### config.mk
export PLATFORM = sky130hd
export DESIGN_NAME = regfile_scoreboard
export DESIGN_NICKNAME = d
export VERILOG_FILES = /design/src/rtl/regfile_scoreboard_pkg.sv /design/src/rtl/regfile_scoreboard_pending_counter.sv /design/src/rtl/regfile_scoreboard.sv
export SDC_FILE = /design/constraint.sdc
export NUM_CORES = 1
export LEC_CHECK = 0
export CAP_MARGIN = 20
export CORE_MARGIN = 2
export CORE_UTILIZATION = 45
export DETAILED_ROUTE_END_ITERATION = 6
export PLACE_DENSITY = 0.71
export SKIP_CTS_REPAIR_TIMING = 1
export SYNTH_ARGS = -nofsm -noshare
export SYNTH_HDL_FRONTEND = slang
export SYNTH_SLANG_ARGS = --single-unit
### constraint.sdc
create_clock -name clk -period 5.5 [get_ports clk]
set_input_delay 1.1 -clock clk [delete_from_list [all_inputs] [get_ports clk]]
set_output_delay 1.1 -clock clk [all_outputs]
set_load 0.02 [all_outputs]
### src/rtl/regfile_scoreboard_pkg.sv
// Shared sizing constants for the register file and its pending-write scoreboard.
package regfile_scoreboard_pkg;
  localparam int DATA_WIDTH = 16;
  localparam int ADDR_WIDTH = 3;
  localparam int NUM_REGS   = 2 ** ADDR_WIDTH;
  localparam int CNT_WIDTH  = 2;
  localparam logic [CNT_WIDTH-1:0] CNT_MAX = {CNT_WIDTH{1'b1}};
  localparam logic [CNT_WIDTH-1:0] CNT_ONE = CNT_WIDTH'(1);
endpackage

### src/rtl/regfile_scoreboard_pending_counter.sv
// One register's count of in-flight writes: issue increments, write-back decrements.
module pending_counter
  import regfile_scoreboard_pkg::*;
(
  input  logic                 clk,
  input  logic                 rst,
  input  logic                 inc,
  input  logic                 dec,
  output logic [CNT_WIDTH-1:0] cnt,
  output logic                 busy
);

  logic dec_eff;

  // A retire against an empty counter is a stray write and must not underflow.
  always_comb begin
    busy    = (cnt != '0);
    dec_eff = dec & busy;
  end

  // Counter state; simultaneous inc and dec cancel out.
  always_ff @(posedge clk) begin
    if (!rst) begin
      cnt <= '0;
    end else if (inc && !dec_eff) begin
      cnt <= cnt + CNT_ONE;
    end else if (dec_eff && !inc) begin
      cnt <= cnt - CNT_ONE;
    end else begin
      cnt <= cnt;
    end
  end

endmodule

### src/rtl/regfile_scoreboard.sv
// 8x16 register file with write-through bypass and a per-register RAW scoreboard.
module regfile_scoreboard
  import regfile_scoreboard_pkg::*;
(
  input  logic                  clk,
  input  logic                  rst,
  input  logic                  wbEnable,
  input  logic [ADDR_WIDTH-1:0] wbAddr,
  input  logic [DATA_WIDTH-1:0] wbData,
  input  logic [ADDR_WIDTH-1:0] rdAddr1,
  input  logic [ADDR_WIDTH-1:0] rdAddr2,
  input  logic                  rdUse1,
  input  logic                  rdUse2,
  input  logic                  issueValid,
  input  logic                  issueWrites,
  input  logic [ADDR_WIDTH-1:0] issueDest,
  output logic [DATA_WIDTH-1:0] rdData1,
  output logic [DATA_WIDTH-1:0] rdData2,
  output logic                  stall,
  output logic [NUM_REGS-1:0]   busyVec
);

  logic [DATA_WIDTH-1:0] regs [NUM_REGS];
  logic [CNT_WIDTH-1:0]  cnt  [NUM_REGS];
  logic [NUM_REGS-1:0]   busy;
  logic [NUM_REGS-1:0]   inc;
  logic [NUM_REGS-1:0]   dec;
  logic                  haz1;
  logic                  haz2;
  logic                  sat;
  logic                  acc;

  // Register storage; the write-back commit is unconditional on scoreboard state.
  always_ff @(posedge clk) begin
    if (!rst) begin
      for (int i = 0; i < NUM_REGS; i++) begin
        regs[i] <= '0;
      end
    end else if (wbEnable) begin
      regs[wbAddr] <= wbData;
    end
  end

  // Read ports with bypass from the concurrent write-back.
  always_comb begin
    rdData1 = '0;
    rdData2 = '0;
    if (!rst) begin
      rdData1 = '0;
      rdData2 = '0;
    end else begin
      rdData1 = (wbEnable && (wbAddr == rdAddr1)) ? wbData : regs[rdAddr1];
      rdData2 = (wbEnable && (wbAddr == rdAddr2)) ? wbData : regs[rdAddr2];
    end
  end

  // Hazard and saturation detection; a source whose last pending write retires now is served by bypass.
  always_comb begin
    haz1 = rdUse1 && (cnt[rdAddr1] != '0) &&
           !(wbEnable && (wbAddr == rdAddr1) && (cnt[rdAddr1] == CNT_ONE));
    haz2 = rdUse2 && (cnt[rdAddr2] != '0) &&
           !(wbEnable && (wbAddr == rdAddr2) && (cnt[rdAddr2] == CNT_ONE));
    sat  = issueValid && issueWrites && (cnt[issueDest] == CNT_MAX);
    stall = rst && (haz1 || haz2 || sat);
    acc   = rst && issueValid && issueWrites && !stall;
    busyVec = rst ? busy : '0;
    for (int i = 0; i < NUM_REGS; i++) begin
      inc[i] = acc && (issueDest == ADDR_WIDTH'(i));
      dec[i] = wbEnable && (wbAddr == ADDR_WIDTH'(i));
    end
  end

  for (genvar g = 0; g < NUM_REGS; g++) begin : g_cnt
    pending_counter u_cnt (
      .clk  (clk),
      .rst  (rst),
      .inc  (inc[g]),
      .dec  (dec[g]),
      .cnt  (cnt[g]),
      .busy (busy[g])
    );
  end

endmodule

# After elaboration in Yosys (flattened, before gate mapping)
# Memory sizes are Yosys's and may differ from the RTL's.
# Index checks and enable logic that the tools add are counted.
# Widths: inputs -> output; s select.
[totals]
ramBits = 128
output_inout_bits = 41
romBits = 0
latch_bits = 0
mem_count = 1
word_cells = 183
input_bits = 35
ff_bits = 16
[classes]
muxes = 37
bitwise = 11
n_reduce_logical = 88
n_addsub = 16
eq_ne = 19
div = 0
n_lt_le_gt_ge = 3
shift = 0
multipliers = 0
[memory_table]
columns = ["memory", "depth", "word_bits", "rd", "rd_clocked_by_memory_dff", "wr", "line_no", "rtl"]
rows = [
  ["regs", 8, 16, 2, 0, 8, "regfile_scoreboard.sv:23", "logic [DATA_WIDTH-1:0] regs [NUM_REGS];"],
]
[op_table]
columns = ["op", "n"]
rows = [
  ["$mux 16", 5],
  ["$logic_and 1x1->1", 46],
  ["$mux 2", 22],
  ["$reduce_bool 2->1", 18],
  ["$eq 3x3->1 const B", 8],
  ["$logic_not 1->1", 19],
  ["$bmux 2 s3", 3],
  ["$add 2x1->2 const B", 8],
  ["$reduce_or 16->1", 1],
  ["$sub 2x1->2 const B", 8],
  ["$eq 3x2->1 const B", 4],
  ["$ge 4x4->1 const B", 3],
  ["$not 3->4", 3],
  ["$and 1x1->1", 8],
  ["$mux 8", 1],
  ["$eq 3x1->1 const B", 2],
  ["$eq 3x3->1", 2],
  ["$logic_not 3->1", 2],
  ["$mux 1", 5],
  ["$eq 2x1->1 const B", 2],
  ["$mux 3", 1],
  ["$eq 2x2->1 const B", 1],
  ["$logic_or 1x1->1", 2],
]

# Longest topological paths before layout
# Gate-level depths: netlist of the first run.
[depth]
depth_word = 18
depth_mapped = 12
mapped_depth_nobuf = 9

# Modules after synthesis
# A second synthesis of the first run with hierarchy kept.
[unflattened]
hier_cells = 662
hier_area_um2 = 8499.4
[modules_own_cells]
columns = ["module", "cells_each", "seq_area_each_um2", "area_each_um2", "instances"]
rows = [
  ["regfile_scoreboard", 574, 3843.7, 7658.6, 1],
  ["pending_counter", 11, 40.0, 105.1, 8],
]

# Least setup slack after synthesis of the first run
# OpenSTA, ideal clock, no wires.
[synth_timing]
path_type = "input port to output port"
from = "input port rdAddr2[0]"
to = "output port stall"
path_buffers = 2
path_slack_ps = 1395
stages = 6
arrival_ps = 3005
required_ps = 4400
path_cell_list = "clkbuf_1 > mux4_2 > a211o_1 > a32o_1 > buf_6 > a22o_1"
[synth_via]
elab_chain_len = 11
word_cells_on_any_way = 15
classes_between = "2 x eq/ne; 3 x mux; 1 x bitwise; 9 x reduce/logical"
[synth_rtl]
columns = ["item", "line_no", "rtl"]
rows = [
  ["start, declared", "regfile_scoreboard.sv:11", "input logic [ADDR_WIDTH-1:0] rdAddr2,"],
  ["$not 3->4 (implied by the code)", "regfile_scoreboard.sv:61, regfile_scoreboard.sv:62", ""],
  ["$bmux 2 s3", "regfile_scoreboard.sv:61, regfile_scoreboard.sv:62", ""],
  ["$mux 2 (implied by the code) (2 in series)", "regfile_scoreboard.sv:61, regfile_scoreboard.sv:62", ""],
  ["$eq 2x1->1", "regfile_scoreboard.sv:62", "!(wbEnable && (wbAddr == rdAddr2) && (cnt[rdAddr2] == CNT_ONE));"],
  ["$logic_and 1x1->1", "regfile_scoreboard.sv:62", ""],
  ["$logic_not 1->1", "regfile_scoreboard.sv:62", ""],
  ["$logic_and 1x1->1 *", "regfile_scoreboard.sv:61", "haz2 = rdUse2 && (cnt[rdAddr2] != '0) &&"],
  ["$logic_or 1x1->1 * (2 in series)", "regfile_scoreboard.sv:64", "stall = rst && (haz1 || haz2 || sat);"],
  ["$logic_and 1x1->1 *", "regfile_scoreboard.sv:64", ""],
  ["end, declared", "regfile_scoreboard.sv:19", "output logic stall,"],
]
# Mark *: on every way between the ends. The rest lies on a longest branch, timed or not. The select of a mux whose other input is x is not followed.

# Worst setup path in the final report of the first run
[layout_timing]
from = "input port wbAddr[0]"
to = "output port rdData1[8]"
[layout_via]
elab_chain_len = 4
[layout_rtl]
columns = ["item", "line_no", "rtl"]
rows = [
  ["start, declared", "regfile_scoreboard.sv:8", "input logic [ADDR_WIDTH-1:0] wbAddr,"],
  ["$eq 3x3->1", "regfile_scoreboard.sv:52", "rdData1 = (wbEnable && (wbAddr == rdAddr1)) ? wbData : regs[rdAddr1];"],
  ["$logic_and 1x1->1", "regfile_scoreboard.sv:52", ""],
  ["$mux 16", "regfile_scoreboard.sv:52", ""],
  ["$mux 16", "regfile_scoreboard.sv:48", "if (!rst) begin"],
  ["end, declared", "regfile_scoreboard.sv:17", "output logic [DATA_WIDTH-1:0] rdData1,"],
]
# Every way passes these cells.

==> summary.md, run 1 <==
| Metric | Value |
|---|---|
| Status | `complete, no violations` |
| R2R cell count | `7` |
| Area grow syn2layout | `20.7%` |
| Avg WL per Cell | `25.3 um` |
| Max_cap viols | `0` |
| Max-slew headroom | `0.257` |
| DRT iter0 DRCs | `589` |
| RR Startpoint | `g_cnt[0].u_cnt.cnt[0]` |
| Clock Skew | `3.13 ps` |
| Vias per Instance | `approximately 6.4` |
| Die area | `19800 um^2` |
| Power Density | `292 nW/um^2` |
| Core occupancy in the finished layout | `0.548` |
| Ys flop type | `edfxtp_1` |
| Grt ovf | `0` |
| DR vias | `6396` |
| Tcrit/Tclk final | `0.926` |
| R2r setup slk | `about 2500 ps` |
| Setup-failing EPs final | `0` |
| Worst setup margin | `406 ps` |
| CTS Buffer Depth | `2` |
| CTS tree | `done` |
| All-layer global routing usage | `0.264` |
| Num CTS Buffers | `17` |
| Slew at the pin closest to its max-slew limit | `1110 ps` |
| Cells after Synth | `681` |
| Async SR Flop Fraction | `0` |
| Crit path top cell by count | `clkdlybuf4s50_1` |
| Critical path class | `in -> out` |
| Die height | `141 um` |
| DRT antenna net count | `0` |
| Worst-path cell chain | `clkdlybuf4s50_1 > xor2_1 > or4_1 > buf_4 > a311oi_1 > clkdlybuf4s50_1` |
| Min Tclk post-route | `5090 ps` |
| CTS clk-pin slew, worst paths | `roughly 60 ps` |
| Post-synthesis sequential area ratio | `0.495` |
| Setup TNS | `0 ps` |
| Syn avg cell area | `12.4 um^2` |
| Most frequent cells in the layout | `128 x and2_1, 128 x edfxtp_1, 73 x mux4_2, 71 x clkdlybuf4s50_1, 70 x nand2_1` |
| Hold endpoint | `g_cnt[3].u_cnt.cnt[1]` |
| Die Width | `141 um` |
| Root Buffer Master | `clkbuf_16` |
| Critical Path Fanout Max | `32` |
| Fmax | `0.196 GHz` |
| Count of cell types in the netlist | `33` |
| Gpl congestion | `0.894` |
| Post-Route WL | `about 25 mm` |
| Share of cells above drive strength 1 | `0.189` |
| H-tree levels | `4` |
| # rows | `50` |
| CP max stage delay | `720 ps` |
| Antenna violations before repair | `0` |
| Number of synthesis warnings | `0` |
| Clk sinks | `144` |
| Leak Pwr | `between 3 and 4 nW` |
| DRT Pass-1 Iters | `5` |
| Pwr Total | `2.97 mW` |
| Crit. End Element | `primary output` |
| Placed cells | `slightly below 1k` |
| Fin. Hold Viols | `0` |
| R2R Path End | `g_cnt[2].u_cnt.cnt[1]` |
| CP arrival | `3990 ps` |
| DRC violations left | `0` |
| Hold Path Cell Cnt | `2` |
| Number of synthesized flops with an enable pin | `about 130` |
| Ant diodes | `0` |
| Peak VDD IR | `218 uV` |
| Post-Place Worst Slack | `552 ps` |
| CP Launch Point | `wbAddr[0]` |
| First-pass GRT wire length | `38.5 mm` |
| FF+latch count, synth | `144` |
| Fin cells | `roughly 1k` |
| Hold Crit Start | `g_cnt[3].u_cnt.cnt[1]` |
| Startpoint Class | `input pin` |
| Largest net degree at the start of global routing | `33` |
| Hold Path Class | `reg -> reg` |
| Worst Path Required | `4400 ps` |
| Post-Syn Nets | `724` |
| Ports | `76` |
| Core area | `18500 um^2` |
| Starting density of the core | `0.455` |
| Count of pins over their slew limit | `0` |
| Clock Latency Late Sink | `420 ps` |
| Worst path slowest cell | `clkdlybuf4s50_1` |
| Final nets | `797` |
| RSZ-0062 raised after global routing | `false` |
| Mapped Area | `~8400 um^2` |
| Vias in the first global route | `6372` |
| IO buf count | `between 70 and 80` |
| DP Wirelength | `16.4 mm` |
-- layout make-up --
cell class              count  area, um^2
inverters                   6        22.5
clock inverters            14         195
repair buffers            105        1020
fillers                  1559        8360
multi-input cells         480        4030
flip-flops and latches    144        4160
clock buffers              18         429
well taps                 234         293
-- routing by layer --
| layer | vias up | share of wire | global-route usage |
|---|---|---|---|
| met4 | 0 | 0.030 | 0.0974 |
| met1 | 3197 | 0.38 | 0.351 |
| met3 | 66 | 0.11 | 0.0673 |
| met2 | 421 | 0.48 | 0.423 |
| met5 | - | 0 | 0 |
| li1 | 2712 | - | - |
-- Yosys cell counts, types with 5 or more instances --
master	number	area share
nand2b_1	5	0.0037
clkbuf_1	36	0.016
ha_1	8	0.012
dfxtp_1	16	0.038
and2_1	128	0.095
mux4_2	73	0.20
nand3_1	8	0.0048
nand2_1	70	0.031
edfxtp_1	128	0.46
xor2_1	19	0.020
a21oi_1	8	0.0048
buf_2	9	0.0054
or3_1	17	0.013
a311oi_1	32	0.033
nor4_1	5	0.0037
o21ai_0	20	0.012
nor3_1	7	0.0042
nor2_1	63	0.028
-- worst max-delay path: cells and delay by family --
kind	cells	cell delay (ps)
buffers and inverters	3	1590
xor gates and xnor gates	1	240
AOI/OAI and AO/OA	1	530
and+or+nand+nor	1	520
-- per-stage QoR --
stage / area [um^2] / hold WS, ps
2_1_floorplan: 8420 / 490
3_3_place_gp: 9430 / 507
3_5_place_dp: 9500 / 531
4_1_cts: 10100 / 540
5_1_grt: 10200 / 576
6_report: 10200 / 538
-- state kept, by name, indices dropped and copies added, names as in the netlist --
| register | cells |
|---|---|
| regs | 128 |
| g_cnt.u_cnt.cnt | 16 |
-- cells by family after synthesis --
logic type / synth area share
compound gates: 0.0572
xor+xnor: 0.0229
fa+ha+maj: 0.0119
buf+inv: 0.0290
flops: 0.495
mux: 0.195
simple gates: 0.189
-- report_power, final --
part           total (mW)  internal [mW]  leakage [nW]  switching [mW]
clock network        1.23          0.734         0.304           0.496
logic               0.443          0.200          1.91           0.243
registers            1.29           1.26          1.37          0.0347
-- worst max-delay path by stage --
stage	endpoint	slack, ps	depth (start not counted)
3_5_place_dp	rdData1[1]	550	6
4_1_cts	rdData1[11]	520	6
2_1_floorplan	stall	1390	6
5_1_grt	rdData1[8]	330	6
3_3_place_gp	rdData1[11]	570	6
6_report	rdData1[8]	410	6
(Power assumes the default switching activity.)
==> run 2, diff against run 1 <==
Settings changed: GPL_ROUTABILITY_DRIVEN set to 0.
Clock period 5.5 ns to 6 ns, I/O delays scaled along.
==> run 2 against run 1 <==
- setup slack better by 320 ps
- global-route usage is 0.33 points lower
- flip-flop and latch count stayed put
- design area decreased by 0.52%
- critical path depth is the same
- sequential share of layout area rose by 0.21 points
- the flow now finishes with violations (DRC)
- critical path type unchanged
- register-to-register slack better by 400 ps
- utilization decreased by 0.28 points
- largest cell class unchanged
- wire length is 1.3% lower
- count of clock-buffer cells in the layout stayed put
- via count decreased by 0.30%
- clock skew about the same
==> summary.md, run 2 (synthesized netlist as in run 1, its figures left out) <==
| Metric | Value |
|---|---|
| Crit. End Element | `primary output (unchanged)` |
| Clk sinks | `144 (unchanged)` |
| Ant diodes | `0 (unchanged)` |
| Worst path slowest cell | `clkdlybuf4s50_1 (unchanged)` |
| Starting density of the core | `0.455 (unchanged)` |
| CTS Buffer Depth | `2 (unchanged)` |
| Root Buffer Master | `clkbuf_16 (unchanged)` |
| Startpoint Class | `input pin (unchanged)` |
| Failing checks | `DRC` |
| Worst setup margin | `722 ps (was 406 ps)` |
| Leak Pwr | `3.56 nW (was 3.58 nW)` |
| Peak VDD IR | `206 uV (was 218 uV)` |
| Tcrit/Tclk final | `0.880` |
| Post-Place Worst Slack | `845 ps (was 552 ps)` |
| Slew at the pin closest to its max-slew limit | `1140 ps (was 1110 ps)` |
| Critical Path Fanout Max | `32 (unchanged)` |
| Top flop regs | `regs x128, g_cnt.u_cnt.cnt x16 (unchanged)` |
| Number of flip-flops in the largest register | `128 (unchanged)` |
| Status | `finished, violations left (was complete, no violations)` |
| Ports | `76 (unchanged)` |
| Fin cells | `1001 (unchanged)` |
| All-layer global routing usage | `0.261 (was 0.264)` |
| First-pass GRT wire length | `38.1 mm (was 38.5 mm)` |
| Worst Path Required | `4800 ps (was 4400 ps)` |
| Share of cells above drive strength 1 | `0.189 (unchanged)` |
| Setup TNS | `0 ps (unchanged)` |
| DRT iter0 DRCs | `741 (was 589)` |
| CP arrival | `4080 ps (was 3990 ps)` |
| Clock Latency Late Sink | `420 ps (about the same)` |
| Count of pins over their slew limit | `0 (unchanged)` |
| Antenna violations before repair | `0 (unchanged)` |
| Die height | `141 um (unchanged)` |
| Die area | `19800 um^2 (unchanged)` |
| Grt ovf | `0 (unchanged)` |
| Min Tclk post-route | `5280 ps` |
| Worst-path cell chain | `clkdlybuf4s50_1 > xor2_1 > or4_1 > buf_4 > a311oi_1 > clkdlybuf4s50_1 (unchanged)` |
| Design Area, Final | `10100 um^2 (was 10200 um^2)` |
| Fin. Hold Viols | `0 (unchanged)` |
| CP max stage delay | `720 ps (about the same)` |
| Num CTS Buffers | `17 (unchanged)` |
| Die Width | `141 um (unchanged)` |
| Area after DPL | `9440 um^2 (was 9500 um^2)` |
| Max-slew headroom | `0.240 (was 0.257)` |
| Final nets | `798 (was 797)` |
| Largest net degree at the start of global routing | `33 (unchanged)` |
| DR vias | `6377 (was 6396)` |
| Hold Path Class | `reg -> reg (unchanged)` |
| Core area | `18500 um^2 (unchanged)` |
| Area grow syn2layout | `20.0% (was 20.7%)` |
| R2r setup slk | `2880 ps (was 2480 ps)` |
| Power Density | `261 nW/um^2 (was 292 nW/um^2)` |
| Hold Path Cell Cnt | `2 (unchanged)` |
| Most frequent cells in the layout | `128 x and2_1, 128 x edfxtp_1, 73 x mux4_2, 71 x clkdlybuf4s50_1, 70 x nand2_1 (unchanged)` |
| Placed cells | `964 (was 967)` |
| H-tree levels | `4 (unchanged)` |
| Clock Skew | `3.30 ps (was 3.13 ps)` |
| R2R cell count | `7 (unchanged)` |
| Vias in the first global route | `6460 (was 6372)` |
| # rows | `50 (unchanged)` |
| Min Hold Slack | `551 ps (was 538 ps)` |
| Core occupancy in the finished layout | `0.546 (was 0.548)` |
| CTS clk-pin slew, worst paths | `60 ps (about the same)` |
| Avg WL per Cell | `25.0 um (was 25.3 um)` |
| R2R Path End | `g_cnt[2].u_cnt.cnt[1] (unchanged)` |
| Vias per Instance | `6.37 (was 6.39)` |
| Setup-failing EPs final | `0 (unchanged)` |
| Reg with most FFs | `regs (unchanged)` |
| RR Startpoint | `g_cnt[2].u_cnt.cnt[0] (was g_cnt[0].u_cnt.cnt[0])` |
| Hold Crit Start | `g_cnt[3].u_cnt.cnt[1] (unchanged)` |
| Post-Route WL | `25.0 mm (was 25.4 mm)` |
| CTS tree | `done (unchanged)` |
| RSZ-0062 raised after global routing | `false (unchanged)` |
| Pwr Total | `2.64 mW (was 2.97 mW)` |
| Critical path class | `in -> out (unchanged)` |
| DP Wirelength | `16.1 mm (was 16.4 mm)` |
| DRT antenna net count | `0 (unchanged)` |
| Max_cap viols | `0 (unchanged)` |
| IO buf count | `75 (unchanged)` |
| Crit path top cell by count | `clkdlybuf4s50_1 (unchanged)` |
| Fmax | `about 0.19 GHz` |
| DRC violations left | `2 (was 0)` |
| DRT Pass-1 Iters | `7 (was 5)` |
| Hold endpoint | `g_cnt[3].u_cnt.cnt[1] (unchanged)` |
==> run 2: changes by cell type in the layout (fill, tap and decap cells not counted), sizes merged <==
cell and change:
clkinv +1, buf +1, bufinv -1, clkinvlp +2
inv -3
==> run 2: how the worst max path moves through the flow <==
stage,start,endpoint,slack [ps],cells past startpoint
6_report,wbAddr[0],rdData1[3],720,6
5_1_grt,wbAddr[0],rdData1[11],670,6
4_1_cts,wbAddr[0],rdData1[3],770,6
3_5_place_dp,wbAddr[0],rdData1[11],850,6
3_3_place_gp,wbAddr[0],rdData1[11],850,6
2_1_floorplan,rdAddr2[0],stall,1690,6
==> run 2: layout make-up <==
class,instances,area [um^2]
multi-input combinational,480,4030
clock inverter,13,151
timing repair buffer,106,1010
sequential,144,4160
clock buffer,18,429
fill,1546,8410
tap,234,293
inverter,6,22.5
==> run 2: power by group <==
part / switching, mW / internal (mW)
logic: 0.222 / 0.183
clock network: 0.435 / 0.618
registers: 0.0312 / 1.15
total: 0.687 / 1.95
==> run 2: metal layers <==
layer	GRT usage	share of wire	wire length [um]
met2	0.427	0.49	12200
met4	0.126	0.036	914
met1	0.329	0.36	9130
met5	0	0	0
met3	0.0608	0.11	2790
==> run 2: worst max-delay path: cells and delay by family <==
| kind | cells | cell delay (ps) |
|---|---|---|
| compound gates | 1 | 480 |
| xor+xnor | 1 | 150 |
| buf+inv | 3 | 1680 |
| simple gates | 1 | 540 |
==> run 3, diff against run 2 <==
Settings changed: CORE_MARGIN 2 to not set, PLACE_DENSITY 0.71 to 0.73.
Clock period 6 ns to 4.5 ns, I/O delays scaled along.
==> run 3 against run 2 <==
- the run still ends with DRC left
- count of clock-buffer cells in the layout up 1
- sequential power rose by 34%
- clock skew rose by 1.4 ps
- critical path type unchanged
==> summary.md, run 3 (synthesized netlist as in run 1, its figures left out) <==
| Metric | Value |
|---|---|
| Status | `finished, violations left (unchanged)` |
| Failing checks | `DRC (unchanged)` |
| Core area | `18100 um^2 (was 18500 um^2)` |
| Setup-failing EPs final | `0 (unchanged)` |
| DRC violations left | `10 (was 2)` |
| Switching Share | `0.258 (was 0.260)` |
| Tcrit/Tclk final | `0.986` |
| DRT Pass-1 Iters | `7 (unchanged)` |
| Peak VDD IR | `300 uV (was 206 uV)` |
| Logic pwr share | `0.157 (was 0.153)` |
| H-tree levels | `4 (unchanged)` |
| Ports | `76 (unchanged)` |
| Area grow syn2layout | `20.6% (was 20.0%)` |
| All-layer global routing usage | `0.260 (was 0.261)` |
| Psw | `884 uW (was 687 uW)` |
| Pwr Total | `3.43 mW (was 2.64 mW)` |
| Largest net degree at the start of global routing | `58 (was 33)` |
| Critical path class | `in -> out (unchanged)` |
| Critical Path Fanout Max | `32 (unchanged)` |
| Final nets | `809 (was 798)` |
| CTS Buffer Depth | `2 (unchanged)` |
| Clock power frac | `0.383 (was 0.399)` |
| Post-Route WL | `23.8 mm (was 25.0 mm)` |
| Power Density | `338 nW/um^2 (was 261 nW/um^2)` |
| Share of cells above drive strength 1 | `0.193 (was 0.189)` |
| IO buf count | `75 (unchanged)` |
| Fmax | `0.225 GHz` |
| Placed cells | `976 (was 964)` |
| CP arrival | `3540 ps (was 4080 ps)` |
| Leak Pwr | `3.61 nW (was 3.56 nW)` |
| Min Hold Slack | `541 ps (was 551 ps)` |
| Die height | `139 um (was 141 um)` |
| Min Tclk post-route | `around 4400 ps` |
| CP max stage delay | `710 ps (was 720 ps)` |
| CTS tree | `done (unchanged)` |
| Clock Skew | `4.71 ps (was 3.30 ps)` |
| Antenna violations before repair | `0 (unchanged)` |
| Slew at the pin closest to its max-slew limit | `819 ps (was 1140 ps)` |
| Pint | `2.55 mW (was 1.95 mW)` |
| Vias in the first global route | `6512 (was 6460)` |
| Fin cells | `1008 (was 1001)` |
| Flop pwr share | `0.460 (was 0.448)` |
| Clock Latency Late Sink | `420 ps (about the same)` |
| First-pass GRT wire length | `37.1 mm (was 38.1 mm)` |
| Hold Path Class | `reg -> reg (unchanged)` |
| Worst-path cell chain | `clkdlybuf4s50_1 > xor2_1 > or4_1 > buf_12 > a311oi_1 > clkdlybuf4s50_1 (was clkdlybuf4s50_1 > xor2_1 > or4_1 > buf_4 > a311oi_1 > clkdlybuf4s50_1)` |
| Num CTS Buffers | `17 (unchanged)` |
| Flip-flop and latch area | `4160 um^2 (unchanged)` |
| Fillers | `1475 (was 1546)` |
| Area of the multi-input gates | `4010 um^2 (was 4030 um^2)` |
| CTS clk-pin slew, worst paths | `60 ps (about the same)` |
| Max_cap viols | `0 (unchanged)` |
| Max-slew headroom | `0.452 (was 0.240)` |
| Most frequent cells in the layout | `128 x and2_1, 128 x edfxtp_1, 73 x mux4_2, 71 x clkdlybuf4s50_1, 70 x nand2_1 (unchanged)` |
| Number of flip-flops in the largest register | `128 (unchanged)` |
| # rows | `49 (was 50)` |
| Clk sinks | `144 (unchanged)` |
| DP Wirelength | `15.7 mm (was 16.1 mm)` |
| DRT antenna net count | `0 (unchanged)` |
| Top flop regs | `regs x128, g_cnt.u_cnt.cnt x16 (unchanged)` |
| Startpoint Class | `input pin (unchanged)` |
| Ant diodes | `0 (unchanged)` |
| Crit. End Element | `primary output (unchanged)` |
| Reg with most FFs | `regs (unchanged)` |
| Grt ovf | `0 (unchanged)` |
| Starting density of the core | `0.464 (was 0.455)` |
| Worst path slowest cell | `clkdlybuf4s50_1 (unchanged)` |
| Setup TNS | `0 ps (unchanged)` |
| RSZ-0062 raised after global routing | `false (unchanged)` |
| Crit path top cell by count | `clkdlybuf4s50_1 (unchanged)` |
| Vias per Instance | `6.26 (was 6.37)` |
| Die area | `19300 um^2 (was 19800 um^2)` |
| DR vias | `6310 (was 6377)` |
| DRT iter0 DRCs | `782 (was 741)` |
| Fin. Hold Viols | `0 (unchanged)` |
| Worst Path Required | `3600 ps (was 4800 ps)` |
| Root Buffer Master | `clkbuf_16 (unchanged)` |
| Die Width | `139 um (was 141 um)` |
| Avg WL per Cell | `23.6 um (was 25.0 um)` |
| Count of pins over their slew limit | `0 (unchanged)` |
[run 3: cell types whose count changed in the layout (fill, tap and decap cells not counted), sizes merged]
cell | before | now
clkinv | 5 | 10
buf | 35 | 46
clkinvlp | 3 | 2
inv | 9 | 6
bufinv | 2 | 1
clkbuf | 18 | 19
[run 3: layer usage]
| metal | GRT usage | up-vias | wire length (um) |
|---|---|---|---|
| li1 | - | 2731 | - |
| met1 | 0.329 | 3129 | 8800 |
| met2 | 0.437 | 402 | 11900 |
| met3 | 0.0618 | 48 | 2520 |
| met4 | 0.0924 | 0 | 605 |
| met5 | 0 | - | 0 |
[run 3: worst max-delay path, delay by kind of cell]
kind / cells / cell delay [ps]
buffers and inverters: 3 / 1410
and+or+nand+nor: 1 / 570
AOI/OAI and AO/OA: 1 / 470
xor gates and xnor gates: 1 / 190
[run 3: cell type report]
cell class,instances,share of cell area
Inverter,6,0.00222
Multi-Input combinational cell,480,0.395
Tap cell,229,0.0282
Timing Repair Buffer,117,0.110
Clock buffer,19,0.0427
Sequential cell,144,0.410
Clock inverter,13,0.0112
[run 3: path summary, 6_finish.rpt]
check,slack (ps),from,depth (start not counted),end
worst max-delay path,60,wbAddr[0],6,rdData1[3]
worst min register to register,540,g_cnt[1].u_cnt.cnt[1],2,g_cnt[1].u_cnt.cnt[1]
worst max register to register,1550,g_cnt[3].u_cnt.cnt[0],8,g_cnt[4].u_cnt.cnt[1]
worst min-delay path,540,g_cnt[1].u_cnt.cnt[1],2,g_cnt[1].u_cnt.cnt[1]
[run 3: through the flow]
step | instance area (um^2) | setup WS [ps] | util
2_1_floorplan | 8420 | 795 | -
3_3_place_gp | 9600 | 182 | 0.529
3_5_place_dp | 9600 | 132 | 0.529
4_1_cts | 10100 | 119 | 0.559
5_1_grt | 10100 | 42.3 | 0.559
6_report | 10100 | 64.5 | 0.559
[run 3: power groups by stage]
stage	Sequential, mW	Combinational (mW)	Clock, mW
2_1_floorplan	1.59	0.312	0
3_3_place_gp	1.59	0.530	0
3_5_place_dp	1.61	0.535	0
4_1_cts	1.58	0.539	1.33
5_1_grt	1.59	0.571	1.38
6_report	1.58	0.540	1.31
